$ cat src/rtl/dsp19x2_cfg_pkg.sv
// Shared constants, payload types and FSM state encoding for the DSP19X2
// mode-word reader and its coefficient bank.
package dsp19x2_cfg_pkg;

    localparam int unsigned MODE_BITS_W = 85;
    localparam int unsigned BEAT_W      = 5;
    localparam int unsigned NUM_BEATS   = 17;
    localparam int unsigned IDX0_MSB    = 84;
    localparam int unsigned IDX_W       = 20;
    localparam int unsigned COEFF_W     = 10;
    localparam int unsigned NUM_IDX     = 4;
    localparam int unsigned RSVD_W      = 4;
    localparam int unsigned RSVD_LSB    = 1;
    localparam int unsigned FRACT_BIT   = 0;
    localparam int unsigned BEAT_CNT_W  = 5;
    localparam int unsigned TO_CNT_W    = 16;

    // One coefficient index: multiplier 1 in the upper half, multiplier 2 below.
    typedef struct packed {
        logic [COEFF_W-1:0] c1;
        logic [COEFF_W-1:0] c2;
    } coeff_pair_t;

    typedef enum logic [1:0] {
        IDLE,
        LOAD,
        CHECK,
        ACTIVE
    } cfg_state_t;

endpackage

$ cat src/rtl/dsp19x2_coeff_bank.sv
// Active coefficient bank: 4 x 20-bit pairs plus RSVD/FRACTURE, updated
// atomically from the assembled mode word, with a FEEDBACK-indexed registered
// read that forces zero when FEEDBACK[2] is set or no word has been committed.
//   clk, rst_n        clock, async active-low reset
//   commit            load the whole word into the bank this cycle
//   word              assembled 85-bit mode word
//   feedback          [1:0] index select, [2] force zero
//   coeff1, coeff2    registered coefficient outputs
//   valid             bank holds a committed word
//   fracture, rsvd    committed mode fields
module dsp19x2_coeff_bank
    import dsp19x2_cfg_pkg::*;
(
    input  logic                   clk,
    input  logic                   rst_n,
    input  logic                   commit,
    input  logic [MODE_BITS_W-1:0] word,
    input  logic [2:0]             feedback,
    output logic [COEFF_W-1:0]     coeff1,
    output logic [COEFF_W-1:0]     coeff2,
    output logic                   valid,
    output logic                   fracture,
    output logic [RSVD_W-1:0]      rsvd
);

    coeff_pair_t [NUM_IDX-1:0] bank_q;
    coeff_pair_t [NUM_IDX-1:0] bank_d;
    coeff_pair_t               sel_c;
    logic                      valid_d;
    logic                      fract_d;
    logic [RSVD_W-1:0]         rsvd_d;
    logic [COEFF_W-1:0]        coeff1_d;
    logic [COEFF_W-1:0]        coeff2_d;

    // Next bank contents; the read uses them so a commit shows up one cycle later.
    always_comb begin
        bank_d   = bank_q;
        valid_d  = valid;
        fract_d  = fracture;
        rsvd_d   = rsvd;
        coeff1_d = '0;
        coeff2_d = '0;
        if (commit) begin
            for (int k = 0; k < int'(NUM_IDX); k++) begin
                bank_d[k] = coeff_pair_t'(word[IDX0_MSB - k*IDX_W -: IDX_W]);
            end
            valid_d = 1'b1;
            fract_d = word[FRACT_BIT];
            rsvd_d  = word[RSVD_LSB +: RSVD_W];
        end
        sel_c = bank_d[feedback[1:0]];
        if (!feedback[2] && valid_d) begin
            coeff1_d = sel_c.c1;
            coeff2_d = sel_c.c2;
        end
    end

    always_ff @(posedge clk or negedge rst_n) begin
        if (!rst_n) begin
            bank_q   <= '0;
            valid    <= 1'b0;
            fracture <= 1'b0;
            rsvd     <= '0;
            coeff1   <= '0;
            coeff2   <= '0;
        end else begin
            bank_q   <= bank_d;
            valid    <= valid_d;
            fracture <= fract_d;
            rsvd     <= rsvd_d;
            coeff1   <= coeff1_d;
            coeff2   <= coeff2_d;
        end
    end

endmodule

$ cat src/rtl/dsp19x2_mode_bits_reader.sv
// Serial loader for the 85-bit DSP19X2 MODE_BITS word: accepts 17 five-bit
// beats MSB-first, validates FRACTURE, and commits the word atomically into
// the coefficient bank that drives COEFF1/COEFF2.
//   CLK, RESET_N                  clock, async active-low reset
//   CFG_START                     begin/restart a load
//   CFG_VALID, CFG_DATA           beat handshake and data
//   CFG_READY                     high in LOAD only
//   CFG_DONE                      one-cycle commit pulse
//   CFG_ERR                       sticky error, cleared by CFG_START
//   FEEDBACK                      coefficient index / force-zero
//   COEFF1, COEFF2, COEFF_VALID   registered coefficient outputs
//   FRACTURE, RSVD                committed mode fields
module dsp19x2_mode_bits_reader
    import dsp19x2_cfg_pkg::*;
#(
    parameter int unsigned IDLE_TIMEOUT = 255
) (
    input  logic               CLK,
    input  logic               RESET_N,
    input  logic               CFG_START,
    input  logic               CFG_VALID,
    input  logic [BEAT_W-1:0]  CFG_DATA,
    output logic               CFG_READY,
    output logic               CFG_DONE,
    output logic               CFG_ERR,
    input  logic [2:0]         FEEDBACK,
    output logic [COEFF_W-1:0] COEFF1,
    output logic [COEFF_W-1:0] COEFF2,
    output logic               COEFF_VALID,
    output logic               FRACTURE,
    output logic [RSVD_W-1:0]  RSVD
);

    cfg_state_t             state_q, state_d;
    logic [BEAT_CNT_W-1:0]  beat_q, beat_d;
    logic [TO_CNT_W-1:0]    to_q, to_d;
    logic [MODE_BITS_W-1:0] shift_q, shift_d;
    logic                   ready_d, done_d, err_d;
    logic                   commit_c;
    logic                   accept_c;
    logic [TO_CNT_W:0]      gap_c;
    cfg_state_t             abort_state_c;

    assign accept_c      = CFG_VALID & CFG_READY;
    assign gap_c         = (TO_CNT_W+1)'(to_q) + (TO_CNT_W+1)'(1);
    // A failed load falls back to whatever the bank was already serving.
    assign abort_state_c = COEFF_VALID ? ACTIVE : IDLE;

    // Next-state, counters, shift register and registered-output next values.
    always_comb begin
        state_d  = state_q;
        beat_d   = beat_q;
        to_d     = to_q;
        shift_d  = shift_q;
        err_d    = CFG_ERR;
        done_d   = 1'b0;
        commit_c = 1'b0;

        unique case (state_q)
            IDLE, ACTIVE: begin
                if (CFG_START) begin
                    state_d = LOAD;
                    beat_d  = '0;
                    to_d    = '0;
                    err_d   = 1'b0;
                end
            end
            LOAD: begin
                if (CFG_START) begin
                    state_d = LOAD;
                    beat_d  = '0;
                    to_d    = '0;
                    err_d   = 1'b0;
                end else if (accept_c) begin
                    shift_d = {shift_q[MODE_BITS_W-BEAT_W-1:0], CFG_DATA};
                    to_d    = '0;
                    beat_d  = beat_q + BEAT_CNT_W'(1);
                    if (beat_q == BEAT_CNT_W'(NUM_BEATS - 1)) begin
                        state_d = CHECK;
                        beat_d  = '0;
                        // The last beat carries FRACTURE, so DONE can be raised in CHECK.
                        done_d  = CFG_DATA[0];
                    end
                end else if (gap_c == (TO_CNT_W+1)'(IDLE_TIMEOUT)) begin
                    err_d   = 1'b1;
                    state_d = abort_state_c;
                end else begin
                    to_d = gap_c[TO_CNT_W-1:0];
                end
            end
            CHECK: begin
                if (shift_q[FRACT_BIT]) begin
                    commit_c = 1'b1;
                    state_d  = ACTIVE;
                end else begin
                    err_d    = 1'b1;
                    state_d  = abort_state_c;
                end
                // A start seen here takes effect after the check has resolved.
                if (CFG_START) begin
                    state_d = LOAD;
                    beat_d  = '0;
                    to_d    = '0;
                end
            end
            default: state_d = IDLE;
        endcase

        ready_d = (state_d == LOAD);
    end

    always_ff @(posedge CLK or negedge RESET_N) begin
        if (!RESET_N) begin
            state_q   <= IDLE;
            beat_q    <= '0;
            to_q      <= '0;
            shift_q   <= '0;
            CFG_READY <= 1'b0;
            CFG_DONE  <= 1'b0;
            CFG_ERR   <= 1'b0;
        end else begin
            state_q   <= state_d;
            beat_q    <= beat_d;
            to_q      <= to_d;
            shift_q   <= shift_d;
            CFG_READY <= ready_d;
            CFG_DONE  <= done_d;
            CFG_ERR   <= err_d;
        end
    end

    dsp19x2_coeff_bank u_bank (
        .clk      (CLK),
        .rst_n    (RESET_N),
        .commit   (commit_c),
        .word     (shift_q),
        .feedback (FEEDBACK),
        .coeff1   (COEFF1),
        .coeff2   (COEFF2),
        .valid    (COEFF_VALID),
        .fracture (FRACTURE),
        .rsvd     (RSVD)
    );

endmodule

$ cat config.mk
export PLATFORM = sky130hd
export DESIGN_NAME = dsp19x2_mode_bits_reader
export DESIGN_NICKNAME = d
export VERILOG_FILES = /design/src/rtl/dsp19x2_cfg_pkg.sv /design/src/rtl/dsp19x2_coeff_bank.sv /design/src/rtl/dsp19x2_mode_bits_reader.sv
export SDC_FILE = /design/constraint.sdc
export NUM_CORES = 1
export LEC_CHECK = 0
export ABC_AREA = 1
export BUFFER_PORTS_ARGS = -buffer_cell sky130_fd_sc_hd__buf_4
export CAP_MARGIN = 10
export CORE_MARGIN = 1
export CORE_UTILIZATION = 58
export CTS_BUF_LIST = sky130_fd_sc_hd__clkbuf_4
export CTS_CLUSTER_SIZE = 24
export DETAILED_ROUTE_END_ITERATION = 10
export GPL_ROUTABILITY_DRIVEN = 0
export GPL_TIMING_DRIVEN = 0
export PLACE_DENSITY = 0.88
export REMOVE_ABC_BUFFERS = 1
export SYNTH_ARGS = -nofsm -noshare
export SYNTH_HDL_FRONTEND = slang
export SYNTH_SLANG_ARGS = --single-unit
export TNS_END_PERCENT = 100
$ cat constraint.sdc
create_clock -name CLK -period 2 [get_ports CLK]
set_input_delay 0 -clock CLK [delete_from_list [all_inputs] [get_ports CLK]]
set_output_delay 0 -clock CLK [all_outputs]
set_load 0.03 [all_outputs]
## Yosys cells after proc, flatten, opt, wreduce, memory -nomap -nowiden

Index checks and enable logic that the tools add are counted.

| storage, ports and cells | value |
|---|---|
| output and inout bits | 29 |
| input bits | 12 |
| logic and storage cells | 84 |
| bits in registers | 217 |

| cells by class | value |
|---|---|
| eq/ne operators | 13 |
| $add $sub $neg | 2 |
| order comparisons | 1 |
| bitwise gates (word level) | 2 |
| reductions and logical operators | 9 |
| mux-type cells | 37 |

Operators with widths:

| operator | number |
|---|---|
| $mux W80 | 1 |
| $mux W16 | 4 |
| $bmux W20 S2 | 1 |
| $pmux W16 S2 | 1 |
| $mux W10 | 2 |
| $mux W20 | 1 |
| $mux W5 | 4 |
| $add A16 B1 Y17 const B | 1 |
| $eq A17 B8 Y1 const B | 1 |
| $mux W2 | 8 |
| $mux W1 | 12 |
| $pmux W5 S2 | 1 |
| $ne A3 B3 Y1 const B | 3 |
| $pmux W2 S3 | 1 |
| $add A5 B1 Y5 const B | 1 |
| $eq A5 B5 Y1 const B | 1 |
| $eq A2 B1 Y1 const B | 2 |
| $eq A2 B2 Y1 const B | 2 |
| $ne A2 B2 Y1 const B | 2 |
| $ne A4 B4 Y1 const B | 1 |
| $reduce_and A2 Y1 | 2 |
| $reduce_and A4 Y1 | 1 |
| $lt A2 B3 Y1 const B | 1 |
| $pmux W1 S3 | 1 |
| 9 further kinds | 9 |

## Logic depth before layout (Yosys ltp)

| logic depth | value |
|---|---|
| word-level depth | 7 |
| mapped depth | 17 |
| depth with buffers taken out | 17 |

## Modules after synthesis

A second synthesis with hierarchy kept.

| second synthesis, totals | value |
|---|---|
| cell total of the unflattened synthesis | 1,136 |
| area, all modules | 9,540.4 um^2 |

By module, submodules not included:

| module | area each (um^2) | cells an instance | seq. area each (um^2) | times used |
|---|---|---|---|---|
| dsp19x2_mode_bits_reader | 4,934.7 | 595 | 2,777.7 | 1 |
| dsp19x2_coeff_bank | 4,605.7 | 541 | 2,652.5 | 1 |

## Least setup slack after synthesis

No wires, ideal clock.

| path | value |
|---|---|
| path kind | register to register |
| start | register to_q[1] |
| end | register CFG_READY |
| data arrival time | 1,745 ps |
| library setup time | 116 ps |
| buffers on the path | 0 |
| cell stages (with the launch flop) | 15 |
| required time | 1,884 ps |
| period minus slack after synthesis | 1,861 ps |
| setup slack | 139 ps |
| cell sequence | dfrtp_1 > ha_1 > nand2_1 > nor2_2 > nand3_1 > xor2_1 > nand2_1 > nor2_2 > nand3_1 > nand2_1 > nand2_1 > nand2_1 > nand2_1 > nand2_2 > nor2_2 |

| on the way | value |
|---|---|
| longest elaborated chain between the ends | 7 |

RTL lines:

| item | line | source |
|---|---|---|
| from (decl) | dsp19x2_mode_bits_reader.sv:36 | `logic [TO_CNT_W-1:0] to_q, to_d;` |
| from (signal assigned) | dsp19x2_mode_bits_reader.sv:124 | `to_q <= to_d;` |
| $add A16 B1 Y17 | dsp19x2_mode_bits_reader.sv:45 | `assign gap_c = (TO_CNT_W+1)'(to_q) + (TO_CNT_W+1)'(1);` |
| $eq A17 B8 Y1 | dsp19x2_mode_bits_reader.sv:84 | `end else if (gap_c == (TO_CNT_W+1)'(IDLE_TIMEOUT)) begin` |
| $mux W2 | dsp19x2_mode_bits_reader.sv:84 |  |
| $mux W2 | dsp19x2_mode_bits_reader.sv:74 | `end else if (accept_c) begin` |
| $mux W2 | dsp19x2_mode_bits_reader.sv:69 | `if (CFG_START) begin` |
| $pmux W2 S3 | dsp19x2_mode_bits_reader.sv:59 | `unique case (state_q)` |
| net state_d[1] | dsp19x2_mode_bits_reader.sv:34 | `cfg_state_t state_q, state_d;` |
| $eq A2 B1 Y1 | dsp19x2_mode_bits_reader.sv:109 | `ready_d = (state_d == LOAD);` |
| net ready_d | dsp19x2_mode_bits_reader.sv:38 | `logic ready_d, done_d, err_d;` |
| to (signal assigned) | dsp19x2_mode_bits_reader.sv:126 | `CFG_READY <= ready_d;` |
| to (decl) | dsp19x2_mode_bits_reader.sv:23 | `output logic CFG_READY,` |

The timed path passes the listed nets, and every way through them passes these cells.
A chain may end at the register's enable or synchronous reset.

## Worst setup path after layout

| path | value |
|---|---|
| start | register to_q[1] |
| end | register state_q[0] |

| on the way | value |
|---|---|
| longest elaborated chain between the ends | 6 |

RTL lines:

| item | line | source |
|---|---|---|
| $add A16 B1 Y17 | dsp19x2_mode_bits_reader.sv:45 |  |
| $eq A17 B8 Y1 | dsp19x2_mode_bits_reader.sv:84 |  |
| $mux W2 | dsp19x2_mode_bits_reader.sv:84 |  |
| $mux W2 | dsp19x2_mode_bits_reader.sv:74 |  |
| $mux W2 | dsp19x2_mode_bits_reader.sv:69 |  |
| $pmux W2 S3 | dsp19x2_mode_bits_reader.sv:59 |  |
| net state_d[0] | dsp19x2_mode_bits_reader.sv:34 |  |
| to (signal assigned) | dsp19x2_mode_bits_reader.sv:122 | `state_q <= state_d;` |
| to (decl) | dsp19x2_mode_bits_reader.sv:34 |  |

The timed path passes the listed nets, and every way through them passes these cells.

==> run metrics <==
accumulated negative setup slack=-4.24 ns; IO buf count=40; path depth of the worst reg2reg path=14; Critical Path RT=roughly 2.5 ns; clock tree sinks=217; crit share post-route=108%; Final Hold Vio Count=0; Die X=roughly 130 um; Net Sw Power=3.55 mW; total die area=0.0167 sq mm; TritonRoute pass-1 iters=10; Tightest Pin Transition=approximately 1.2 ns; antenna-violating nets left=0; final cell utilization of the core=72.0%; CTS tree=done; Synth area leaders=dfrtp_1 (58%), nand2_1 (11%), o21ai_0 (8.5%); RSZ-0062 raised after global routing=true; Reg clk slew, reported paths=~0.070 ns; Mapped Cells=1,069; Mean Syn Cell Area=roughly 9 sq um; Nets=~1,200; placed cell count=around 1,300; Int Power=~7.5 mW; Switching Share=around 32%; final routed DRC violation total=1; leak pwr=between 5 and 6 nW; area of the mapped netlist=0.00937 sq mm; Initial Util=about 59%; post-DR vias/cell=~5.6; Worst EP arrival=between 2 and 3 ns; DR iter-0 viols=750; Clk Latency, worst-skew pair=approximately 0.74 ns; setup slack after placement=-1.57 ns; Final HPWL DP=about 11,000 um; HP Class=in -> reg; total CTS buffers=54; #FFs+latches synth=around 220; Vias=7,973; core area=between 0.015 and 0.02 sq mm; Worst Hold Path Cells=4; Crit Path Max Fanout=4; non-filler cells, final=1,414; total power=11.1 mW; Worst Setup Slack, final=-0.169 ns; GRT overflow=0; largest area contributor in the netlist=dfrtp_1; endpoint class of the critical path=flip-flop; max cap viols=0; Rows=46; commonest non-fill, non-tap cell in the layout=nand2_1; pin count of the biggest net entering global routing=117; Comb pwr share=around a fifth; Total GRT Usage=27.6%; failing checks=DRC, setup timing; Clock Skews=approximately 0.096 ns; initial antenna violation count=1; CP startpoint kind=flip-flop; share of cells above drive strength 1=between 10% and 20%; outcome=complete, but fails checks; Die H=between 100 and 150 um; Power Density=972 mW/mm^2; wire length per cell=roughly 17 um; VDD IR max=0.630 mV; Crit Path Category=reg -> reg; Fill cells=1,045; Max Clk Rate=0.461 GHz; Fin Hold WS=around 0.046 ns; CTS root buf=clkbuf_4; post-route cell area=between 0.01 and 0.015 sq mm; first-pass GRT wire length=35,800 um; Synth top area share=between 50 and 60%; minimum clock period=2.17 ns; final WL=~24,000 um; slew margin rel.=between 20% and 30%; sequential share of power=49.6%; vias in the first global route=7,639; Area after DPL=~0.0099 sq mm; part of the power in the clock network=31.5%; # IOs=41; Slew Limit Fails=0; post-synth cell types=31; setup violators final=66; yosys synthesis warning count=0; most frequent cells in the layout=nand2_1 (249), dfrtp_1 (212), inv_1 (169); Seq/Total Area, Yosys=around 58%; clock buffer depth=3; H-tree Lvls=2; synthesis-to-finish area growth=21.7%
==> final timing paths <==
kind / slack (ns) / end / startpoint
min in group asynchronous: 0.47 / u_bank.bank_q[57] / RESET_N
worst min register to register: 0.47 / shift_q[31] / shift_q[26]
worst min-delay path: 0.05 / shift_q[4] / CFG_DATA[4]
worst max register to register: -0.17 / state_q[0] / to_q[1]
worst max-delay path: -0.17 / state_q[0] / to_q[1]
max in group asynchronous: 0.48 / u_bank.bank_q[55] / RESET_N
==> cell usage after synthesis <==
master,n
nand2_2,6
o211ai_1,27
inv_1,172
o21ai_0,159
a21oi_1,25
a31oi_1,1
a211oi_1,1
dfrtp_1,217
nand4_1,8
xor2_1,3
nor2_2,5
o21bai_1,14
nor3_1,3
nor2_1,25
inv_2,2
a31oi_4,1
clkbuf_1,41
nand3_1,18
o21ai_1,12
o21a_1,22
or2_2,2
ha_1,6
buf_4,1
and2_1,6
clkinv_1,2
nand2_1,267
buf_2,11
nor3b_1,2
o22ai_1,5
and3_1,1
nor2_4,4
==> power groups by stage <==
stage                     clock [mW]  sequential (mW)  combinational, mW
after floorplan                    0             5.46               1.03
after global placement             0             5.48               1.44
after detailed placement           0             5.51               1.56
after CTS                       3.47             5.46               1.75
after global routing            3.75             5.55               2.33
final                           3.49             5.49               2.10
==> cells by family (layout without fill, tap and decap cells) <==
group                      Yosys count  count (layout)  share of synthesized area (%)
AOI/OAI and AO/OA                  267             269                           16.2
and+or+nand+nor                    347             351                           15.3
buffers and inverters              229             351                           9.37
xor gates and xnor gates             3               3                          0.281
other                                0               1                              0
adders and majority gates            6               6                          0.802
DFF                                217             217                           58.0
==> routing by layer <==
metal	global-route usage, %	part of all wire (%)	up-vias	routed length [um]
li1	-	-	3613	-
met1	35.6	40	3870	9840
met2	45.4	50	411	12100
met3	5.53	7.0	79	1720
met4	13.3	3.0	0	723
met5	0	0	-	0
==> worst max-delay path, stage by stage (launching register included) <==
cell	delay, ns
dfrtp_1	0.41
ha_4	0.19
nand3_4	0.10
o21bai_1	0.19
nand2_1	0.10
nor2_1	0.16
nand3_2	0.12
nor2_4	0.20
nand2_4	0.10
nand2_2	0.07
nand3_2	0.08
nand2_2	0.10
nand2_2	0.06
nand2_2	0.11
inv_2	0.04
==> flip-flops by register name (all words and copies together) (netlist names) <==
| name | count |
|---|---|
| shift_q | 85 |
| u_bank.coeff1 | 10 |
| u_bank.valid | 1 |
| u_bank.fracture | 1 |
| beat_q | 5 |
| u_bank.coeff2 | 10 |
| to_q | 16 |
| CFG_READY | 1 |
| state_q | 2 |
| u_bank.rsvd | 4 |
| u_bank.bank_q | 80 |
| CFG_DONE | 1 |
| CFG_ERR | 1 |
==> cell type report <==
type                    count  area, sq um  area share, %
diodes                      1         2.50         0.0220
repair inverters            1         16.3          0.143
flip-flops and latches    217         5440           47.7
clock inverters             5         28.8          0.252
inverters                 176          693           6.08
well taps                 216          270           2.37
repair buffers             93          997           8.75
clock buffers              76          571           5.01
multi-input cells         629         3380           29.7
==> what timing repair did <==
item,CTS,global route
gates resized for setup,34,52
setup buffers,10,21
hold buffers,11,0
setup endpoints to repair,162,82
endpoints found under the hold margin,210,0
cloned,7,6
pin swaps,11,23
Note: power is estimated with default switching activity, not from simulation.
